## src/rtl/alu_arbiter.sv

```systemverilog
// alu_arbiter: shares one external combinational ALU between two requesters.
// A request is captured into operand registers, then executed for one cycle.
// The registered result is then held on the owner's response port until consumed.
// Build option: define ALU_ARB_RR_EN for round-robin arbitration on ties.
// Without it, requester 0 has fixed priority.
//
// Handshake semantics: a transfer happens on a rising edge where valid and
// ready are both 1. Requesters keep valid and payload stable until ready.
// The arbiter asserts req ready only in IDLE and never while rst is high.
// resp valid stays up until the owner's resp ready. A resp ready seen while
// resp valid is 0, or a resp ready from the non-owner, is ignored.
module alu_arbiter #(
  parameter int DATAW = 32
) (
  input  logic             clk,
  input  logic             rst,
  input  logic             req0_valid,
  output logic             req0_ready,
  input  logic [3:0]       req0_sel,
  input  logic [DATAW-1:0] req0_a,
  input  logic [DATAW-1:0] req0_b,
  input  logic             req1_valid,
  output logic             req1_ready,
  input  logic [3:0]       req1_sel,
  input  logic [DATAW-1:0] req1_a,
  input  logic [DATAW-1:0] req1_b,
  output logic             resp0_valid,
  input  logic             resp0_ready,
  output logic [DATAW-1:0] resp0_data,
  output logic             resp1_valid,
  input  logic             resp1_ready,
  output logic [DATAW-1:0] resp1_data,
  output logic [3:0]       alu_sel,
  output logic [DATAW-1:0] alu_a,
  output logic [DATAW-1:0] alu_b,
  input  logic [DATAW-1:0] alu_out,
  output logic [1:0]       dbg_state_o
);

  typedef enum logic [1:0] {
    IDLE = 2'd0,
    EXEC = 2'd1,
    RESP = 2'd2
  } state_t;

  state_t             state_q, state_d;
  logic               owner_q;
  logic [3:0]         sel_q;
  logic [DATAW-1:0]   a_q, b_q, result_q;
  logic               grant0, grant1;
  logic               accept;
  logic               owner_ready;

`ifdef ALU_ARB_RR_EN
  logic last_q, last_d;

  // Round-robin: on a tie, grant the requester that was not granted last.
  always_comb begin
    grant0 = 1'b0;
    grant1 = 1'b0;
    if (req0_valid && req1_valid) begin
      grant0 = last_q;
      grant1 = !last_q;
    end else begin
      grant0 = req0_valid;
      grant1 = req1_valid;
    end
  end

  assign last_d = accept ? grant1 : last_q;

  // Last-grant pointer; resets to 1 so requester 0 wins the first tie.
  always_ff @(posedge clk or posedge rst) begin
    if (rst) last_q <= 1'b1;
    else     last_q <= last_d;
  end
`else
  // Fixed priority: requester 0 always wins a tie.
  always_comb begin
    grant0 = req0_valid;
    grant1 = req1_valid && !req0_valid;
  end
`endif

  assign accept      = (state_q == IDLE) && !rst && (grant0 || grant1);
  assign owner_ready = owner_q ? resp1_ready : resp0_ready;

  // State register.
  always_ff @(posedge clk or posedge rst) begin
    if (rst) state_q <= IDLE;
    else     state_q <= state_d;
  end

  // Next-state: accept -> one execute cycle -> hold response until owner takes it.
  always_comb begin
    state_d = state_q;
    case (state_q)
      IDLE:    if (accept) state_d = EXEC;
      EXEC:    state_d = RESP;
      RESP:    if (owner_ready) state_d = IDLE;
      default: state_d = IDLE;
    endcase
  end

  // Handshake outputs decoded from state; reset blocks ready combinationally.
  always_comb begin
    req0_ready  = 1'b0;
    req1_ready  = 1'b0;
    resp0_valid = 1'b0;
    resp1_valid = 1'b0;
    case (state_q)
      IDLE: begin
        req0_ready = grant0 && !rst;
        req1_ready = grant1 && !rst;
      end
      RESP: begin
        resp0_valid = !owner_q;
        resp1_valid = owner_q;
      end
      default: ;
    endcase
  end

  // Operand registers: loaded on accept, held until the next accept.
  always_ff @(posedge clk or posedge rst) begin
    if (rst) begin
      owner_q <= 1'b0;
      sel_q   <= '0;
      a_q     <= '0;
      b_q     <= '0;
    end else if (accept) begin
      owner_q <= grant1;
      sel_q   <= grant1 ? req1_sel : req0_sel;
      a_q     <= grant1 ? req1_a   : req0_a;
      b_q     <= grant1 ? req1_b   : req0_b;
    end
  end

  // Result register: samples the shared ALU during the execute cycle only.
  always_ff @(posedge clk or posedge rst) begin
    if (rst)                  result_q <= '0;
    else if (state_q == EXEC) result_q <= alu_out;
  end

  assign alu_sel     = sel_q;
  assign alu_a       = a_q;
  assign alu_b       = b_q;
  assign resp0_data  = result_q;
  assign resp1_data  = result_q;
  assign dbg_state_o = state_q;

endmodule

```

## config.mk

```make
export PLATFORM = sky130hd
export DESIGN_NAME = alu_arbiter
export DESIGN_NICKNAME = d
export VERILOG_FILES = /design/src/rtl/alu_arbiter.sv
export SDC_FILE = /design/constraint.sdc
export NUM_CORES = 1
export LEC_CHECK = 0
export ABC_AREA = 1
export CORE_AREA = 2 2 123 125
export DETAILED_ROUTE_END_ITERATION = 16
export DIE_AREA = 0 0 125 127
export PLACE_DENSITY = 0.77
export SLEW_MARGIN = 10
export SYNTH_ARGS = -nofsm -noshare
export SYNTH_HDL_FRONTEND = slang
export SYNTH_SLANG_ARGS = --single-unit
```

## constraint.sdc

```tcl
create_clock -name clk -period 5.95 [get_ports clk]
set_clock_uncertainty 0.05 [all_clocks]
set_input_delay 0.595 -clock clk [delete_from_list [all_inputs] [get_ports clk]]
set_output_delay 0.595 -clock clk [all_outputs]
set_load 0.005 [all_outputs]
```

==> reports/metrics.csv, run 1 <==
stage,metric,value,unit
global_route,vias in the first global route,5220,
synth,Commonest cells post-synth,"nand2_1, dfrtp_1, nand3_1, buf_4, clkbuf_1",
timing,achievable frequency,281,MHz
global_route,largest net degree at the start of global routing,72,
cts,CTS tree,built,
synth,Post-synth EDFFs,0,
final_layout,Area Growth Syn to Fin,62.5,%
global_route,global-route wire length before repair,27100,um
routing,Remaining DRCs,0,
synth,sequential fraction of the synthesis area,49.7,%
placement,worst slack at placement,2430,ps
cts,Worst-path clk slew,60,ps
routing,First DRT Iteration DRCs,297,
synth,syn avg cell area,7.29,um2
final_layout,fin area,8420,um2
synth,asr flop ratio synth,100,%
cts,number of gates resized after cts,0,
timing,setup TNS,0,ps
worst_hold_path,Hold Crit Class,flop to flop,
synth,Yosys warnings,0,
cts,H-Tree Depth,3,
pwr,Peak VDD IR,0.000163,V
worst_setup_path,crit path to,req1_ready,
worst_setup_path,Critical Path Source Type,primary input,
cts,hold_buf cts,0,
final_layout,Final Util,58.4,%
synth,cell count after synthesis,711,
synth,post-synth design cell area,5180,um2
cts,CTS Buf Count,9,
timing,"Slew Viols, Final",0,
synth,cell taking the most area after synthesis,dfrtp_1,
worst_setup_path,WS Path Type,primary input to primary output,
worst_setup_path,crit path cell chain,clkdlybuf4s50_1 -> inv_2 -> buf_4 -> nand2_2 -> buf_4 -> nor2_1 -> clkdlybuf4s50_1,
routing,Final ANT Viol Nets,0,
pwr,PwrDens,414,nW/um2
final_layout,FILL cells,1329,
placement,DP HPWL,12100,um
final_layout,"Net count, final",1136,
global_route,initial antenna violation count,0,
synth,Synth Register Bits,103,
cts,CTS Sinks,103,
cts,postcts setup bufs,0,
worst_setup_path,Crit Reg-Reg Startpoint,dbg_state_o[1]$_DFFE_PP0P_,
timing,Worst Max-Slew Pin Slew,1080,ps
routing,routed vias,5439,
placement,port buffer count,311,
worst_setup_path,Worst R2R Path Depth,4,
floorplan,Ports,312,
worst_setup_path,CP max FO,71,
timing,min Tclk post-route,3560,ps
placement,Post-DP Area,8110,um2
cts,CTS Root Buffer Type,clkbuf_16,
floorplan,Die ar.,15900,um2
worst_setup_path,Reg2Reg Setup Slack,3770,ps
routing,wire length per cell,14.7,um
status,status,finished clean,
floorplan,Die Span Y,127,um
final_layout,flip-flop and latch area,2580,um2
final_layout,share of layout cells above drive strength 1,3.21,%
synth,Syn Nets,885,
synth,"top cells by area, synth","dfrtp_1, nand2_1, nand3_1, buf_4, buf_2",
timing,unrepaired setup endpoints after global routing,false,
timing,final hold violation count,0,
cts,worst-case clock buffer depth,2,
timing,Worst slew margin,28.1,%
placement,gpl congestion,0.804,
worst_setup_path,CP max stage cell,buf_4,
timing,Final setup viols,0,
floorplan,Die W,125,um
synth,top cell type's share of synthesized area,49.7,%
floorplan,core area,14400,um2
pwr,P_leak,0.00417,uW
global_route,Total GRT Usage,21.2,%
timing,fin worst setup slack,2390,ps
synth,synth unique cells,13,
worst_setup_path,CP max stage delay,560,ps
job,Max-Cap Viols,0,
floorplan,starting density of the core,35.9,%
timing,crit share post-route,59.8,%
routing,WL final,16900,um
final_layout,ANT cells,0,
floorplan,Core Rows,44,
pwr,Tot Pwr,3490,uW
worst_setup_path,Crit path required time,5310,ps
synth,most numerous cell in the Yosys netlist,nand2_1,
routing,post-DR vias/cell,4.73,
synth,top_reg_cell synth,dfrtp_1,
global_route,gr ovfl total,0,
cts,clk_lat worst skew,340,ps
routing,DR pass1 iterations,4,
worst_setup_path,Critical R2R Capture,resp0_data[2]$_DFFE_PP0N_,
worst_setup_path,Crit. Startpoint,req0_valid,
final_layout,area occupied by multi-input gates,2120,um2
worst_setup_path,Crit path arrival time,2910,ps
worst_setup_path,critical path capture point type,primary output,
-- per-stage QoR --
stage	hold slack [ps]	cells
2_1_floorplan	422	711
6_report	429	1151
4_1_cts	433	1151
3_5_place_dp	414	1135
5_1_grt	448	1151
3_3_place_gp	412	1135
-- cell usage in the layout, fill, tap and decap left out, types with 3 or more instances in the layout --
master	count
buf_4	7
clkbuf_16	9
clkbuf_8	3
clkdlybuf4s50_1	310
dfrtp_1	103
inv_1	4
nand2_1	411
nand3_1	101
nor2_1	6
-- cell families (layout without fill, tap and decap cells) --
logic type,count (synthesis),in the layout,synth area share (%)
buffers and inverters,85,341,9.49
flip-flops,103,103,49.7
AND/OR/NAND/NOR,523,523,40.8
-- layout make-up --
class	instances	share of cell area, %
repair buffers	318	37.5
flip-flops and latches	103	30.6
multi-input cells	523	25.1
clock buffers	13	3.21
well taps	184	2.73
clock inverters	3	0.475
inverters	7	0.342
-- worst max-delay path: cells and delay by family --
family,cells,cell delay (ps)
simple gates,2,290
buf+inv,5,1940
-- metal layers --
metal  routed length (um)  track usage, %  up-vias
met1                 6960            26.3     2506
met4                  366            7.06        0
met3                 1450            6.53       26
met5                    0               0        -
li1                     -               -     2670
met2                 8150            35.3      237
-- sequential cells by signal, indices dropped and copies added, names as in the netlist --
register     cells
owner_q          1
resp0_data      32
alu_sel          4
alu_a           32
dbg_state_o      2
alu_b           32
-- worst min path at each step --
stage | slack (ps) | end | start | cells after the start
finish | 430 | alu_sel[0]$_DFFE_PP0P_ | alu_sel[0]$_DFFE_PP0P_ | 2
global route | 450 | alu_b[26]$_DFFE_PP0P_ | alu_b[26]$_DFFE_PP0P_ | 2
CTS | 430 | alu_b[26]$_DFFE_PP0P_ | alu_b[26]$_DFFE_PP0P_ | 2
detailed placement | 410 | alu_b[19]$_DFFE_PP0P_ | alu_b[19]$_DFFE_PP0P_ | 2
global placement | 410 | alu_sel[0]$_DFFE_PP0P_ | alu_sel[0]$_DFFE_PP0P_ | 2
floorplan | 420 | alu_a[0]$_DFFE_PP0P_ | alu_a[0]$_DFFE_PP0P_ | 2
-- power breakdown --
group	internal [uW]	switching, uW	total (uW)
Combinational	981	641	1620
Clock	360	254	614
Sequential	1020	227	1250
Total	2370	1120	3490
(Power assumes the default switching activity.)
==> run 2: changes to the inputs <==
Settings changed: CORE_AREA 2 2 123 125 to default, CORE_MARGIN from default to 2, CORE_UTILIZATION from default to 34, DIE_AREA 0 0 125 127 to default.
Clock period 5.95 ns to 3 ns, I/O delays scaled along.
==> run 2 against run 1 <==
  * Count of clock-buffer cells in the layout fell by 1
  * Hold slack got worse by 50 ps
  * Non-clock buffer count rose by 6
  * Critical path type is now flop to primary output
  * Largest power group unchanged
==> reports/metrics.csv, run 2 (same netlist as run 1, synthesis figures left out) <==
stage,metric,value,unit,change
timing,Final setup viols,0,,unchanged
worst_hold_path,hold path start,req1_valid,,
global_route,initial antenna violation count,0,,unchanged
cts,number of gates resized after cts,0,,unchanged
cts,worst-case clock buffer depth,2,,unchanged
floorplan,starting density of the core,34.5,%,-1.5 points
worst_setup_path,critical path capture point type,primary output,,
pwr,NetSw,2250,uW,+100%
placement,gpl congestion,0.808,,+0.49%
final_layout,Area Growth Syn to Fin,63.8,%,
routing,Final ANT Viol Nets,0,,unchanged
floorplan,Die W,127,um,+2.0%
status,status,finished clean,,
final_layout,"Net count, final",1142,,+0.53%
final_layout,Final Util,56.5,%,-1.9 points
worst_setup_path,Worst R2R Path Depth,6,,+2
worst_setup_path,Crit path arrival time,1880,ps,-1030 ps
final_layout,"most common cell after layout, fill and taps aside",nand2_1,,
timing,final hold violation count,0,,unchanged
timing,min Tclk post-route,2230,ps,
global_route,Total GRT Usage,20.8,%,-0.42 points
global_route,global-route wire length before repair,26500,um,-2.4%
timing,Worst Max-Slew Pin Slew,741,ps,-335 ps
cts,clk_lat worst skew,340,ps,about the same
worst_setup_path,Worst path most repeated cell,nor2_1,,
floorplan,core area,15000,um2,+4.2%
global_route,vias in the first global route,4999,,-4.2%
worst_setup_path,Crit Reg-Reg Startpoint,dbg_state_o[1]$_DFFE_PP0P_,,
job,Max-Cap Viols,0,,unchanged
worst_hold_path,Hold Crit Class,primary input to flop,,
worst_setup_path,Reg2Reg Setup Slack,1350,ps,-2420 ps
worst_setup_path,WS Path Type,flop to primary output,,
cts,hold_buf cts,0,,unchanged
pwr,share of total power in the clock network,17.4,%,-0.2 points
final_layout,fin area,8490,um2,+0.76%
floorplan,Die Span Y,127,um,+0.36%
cts,CTS Buf Count,9,,unchanged
final_layout,most frequent cells in the layout,"nand2_1, clkdlybuf4s50_1, dfrtp_1",,
worst_setup_path,family with the most delay on the worst path,buffers and inverters,,
worst_setup_path,crit path buf inv count,3,,-2
cts,CTS tree,built,,
pwr,Cell Int Power,4700,uW,+99%
routing,wire length per cell,14.6,um,-0.45%
worst_setup_path,CP max FO,35,,-51%
worst_hold_path,Worst Hold Depth,5,,+3
pwr,Net Sw Frac,32.3,%,+0.18 points
pwr,PwrDens,819,nW/um2,+98%
final_layout,fin cells,1161,,+0.87%
routing,routed vias,5329,,-2.0%
floorplan,Core Rows,45,,+2.3%
placement,port buffer count,311,,unchanged
floorplan,Die ar.,16200,um2,+2.3%
cts,H-Tree Depth,3,,unchanged
final_layout,FILL cells,1372,,+3.2%
routing,Remaining DRCs,0,,unchanged
global_route,gr ovfl total,0,,unchanged
cts,CTS Root Buffer Type,clkbuf_16,,
final_layout,ANT cells,0,,unchanged
placement,Cells after DPL,1145,,+0.88%
cts,Worst-path clk slew,60,ps,about the same
worst_setup_path,CP max stage delay,520,ps,-40 ps
final_layout,share of layout cells above drive strength 1,3.80,%,+0.60 points
worst_setup_path,Critical Path Source Type,flop,,
routing,DR pass1 iterations,4,,unchanged
timing,crit share post-route,74.2,%,
worst_setup_path,Critical R2R Capture,alu_b[24]$_DFFE_PP0P_,,
worst_setup_path,Crit path required time,2650,ps,-2660 ps
pwr,Comb pwr share,47.1,%,+0.6 points
placement,DP HPWL,12400,um,+2.6%
cts,postcts setup bufs,0,,unchanged
timing,achievable frequency,449,MHz,
timing,Worst slew margin,50.6,%,+23 points
placement,Post-DP Area,8180,um2,+0.79%
routing,WL final,17000,um,+0.41%
timing,Hold Slack,379,ps,-50.5 ps
cts,CTS Sinks,103,,unchanged
pwr,Flop pwr share,35.5,%,-0.4 points
pwr,Peak VDD IR,0.000311,V,+92%
worst_setup_path,CP max stage cell,clkdlybuf4s50_1,,
timing,setup TNS,0,ps,unchanged
worst_setup_path,crit path cell chain,buf_4 -> nor2_1 -> inv_1 -> nor2_1 -> clkdlybuf4s50_1,,
floorplan,Ports,312,,unchanged
routing,First DRT Iteration DRCs,179,,-40%
worst_hold_path,hold-critical path endpoint,alu_b[6]$_DFFE_PP0P_,,
pwr,P_leak,0.00419,uW,+0.40%
timing,"Slew Viols, Final",0,,unchanged
global_route,largest net degree at the start of global routing,69,,-4.2%
worst_setup_path,critical path depth,5,,-2
routing,post-DR vias/cell,4.59,,-2.9%
timing,unrepaired setup endpoints after global routing,false,,
run 2: through the flow:
step | worst slack (ps) | power (uW)
final | 774 | 6950
after detailed placement | 778 | 5780
after CTS | 752 | 7030
after global placement | 789 | 5740
after global routing | 669 | 7430
after floorplan | 240 | 3740
run 2: area by class of cell:
class | count | area, um2 | area share (%)
Timing Repair Buffer | 324 | 3220 | 37.9
Clock buffer | 12 | 256 | 3.02
Tap cell | 188 | 235 | 2.77
Inverter | 7 | 30.0 | 0.354
Multi-Input combinational cell | 523 | 2120 | 24.9
Clock inverter | 4 | 53.8 | 0.634
Sequential cell | 103 | 2580 | 30.4
run 2: routing by layer:
| layer | GRT usage (%) | vias to the layer above | part of all wire [%] |
|---|---|---|---|
| li1 | - | 2679 | - |
| met5 | 0 | - | 0 |
| met1 | 24.1 | 2394 | 40 |
| met2 | 36.6 | 236 | 49 |
| met3 | 6.53 | 20 | 9.0 |
| met4 | 6.21 | 0 | 1.8 |
run 2: worst min-delay path, stage by stage:
cell	delay, ps
buf_2	180
nand3_1	100
nand2_1	50
nand2_1	50
nand2_1	40
run 2: worst max-delay path by stage:
stage / from / endpoint / slack [ps]
6_report: dbg_state_o[0]$_DFFE_PP0P_ / resp1_valid / 770
5_1_grt: req0_valid / req1_ready / 670
4_1_cts: dbg_state_o[0]$_DFFE_PP0P_ / resp1_valid / 750
3_5_place_dp: rst / alu_a[28]$_DFFE_PP0P_ / 780
3_3_place_gp: rst / alu_a[4]$_DFFE_PP0P_ / 790
2_1_floorplan: rst / alu_b[0]$_DFFE_PP0P_ / 240
run 2: power groups by stage:
stage | logic [uW] | clock network (uW) | registers, uW
6_report | 3270 | 1210 | 2460
5_1_grt | 3580 | 1300 | 2540
4_1_cts | 3320 | 1240 | 2470
3_5_place_dp | 3310 | 0 | 2470
3_3_place_gp | 3270 | 0 | 2470
2_1_floorplan | 1260 | 0 | 2480
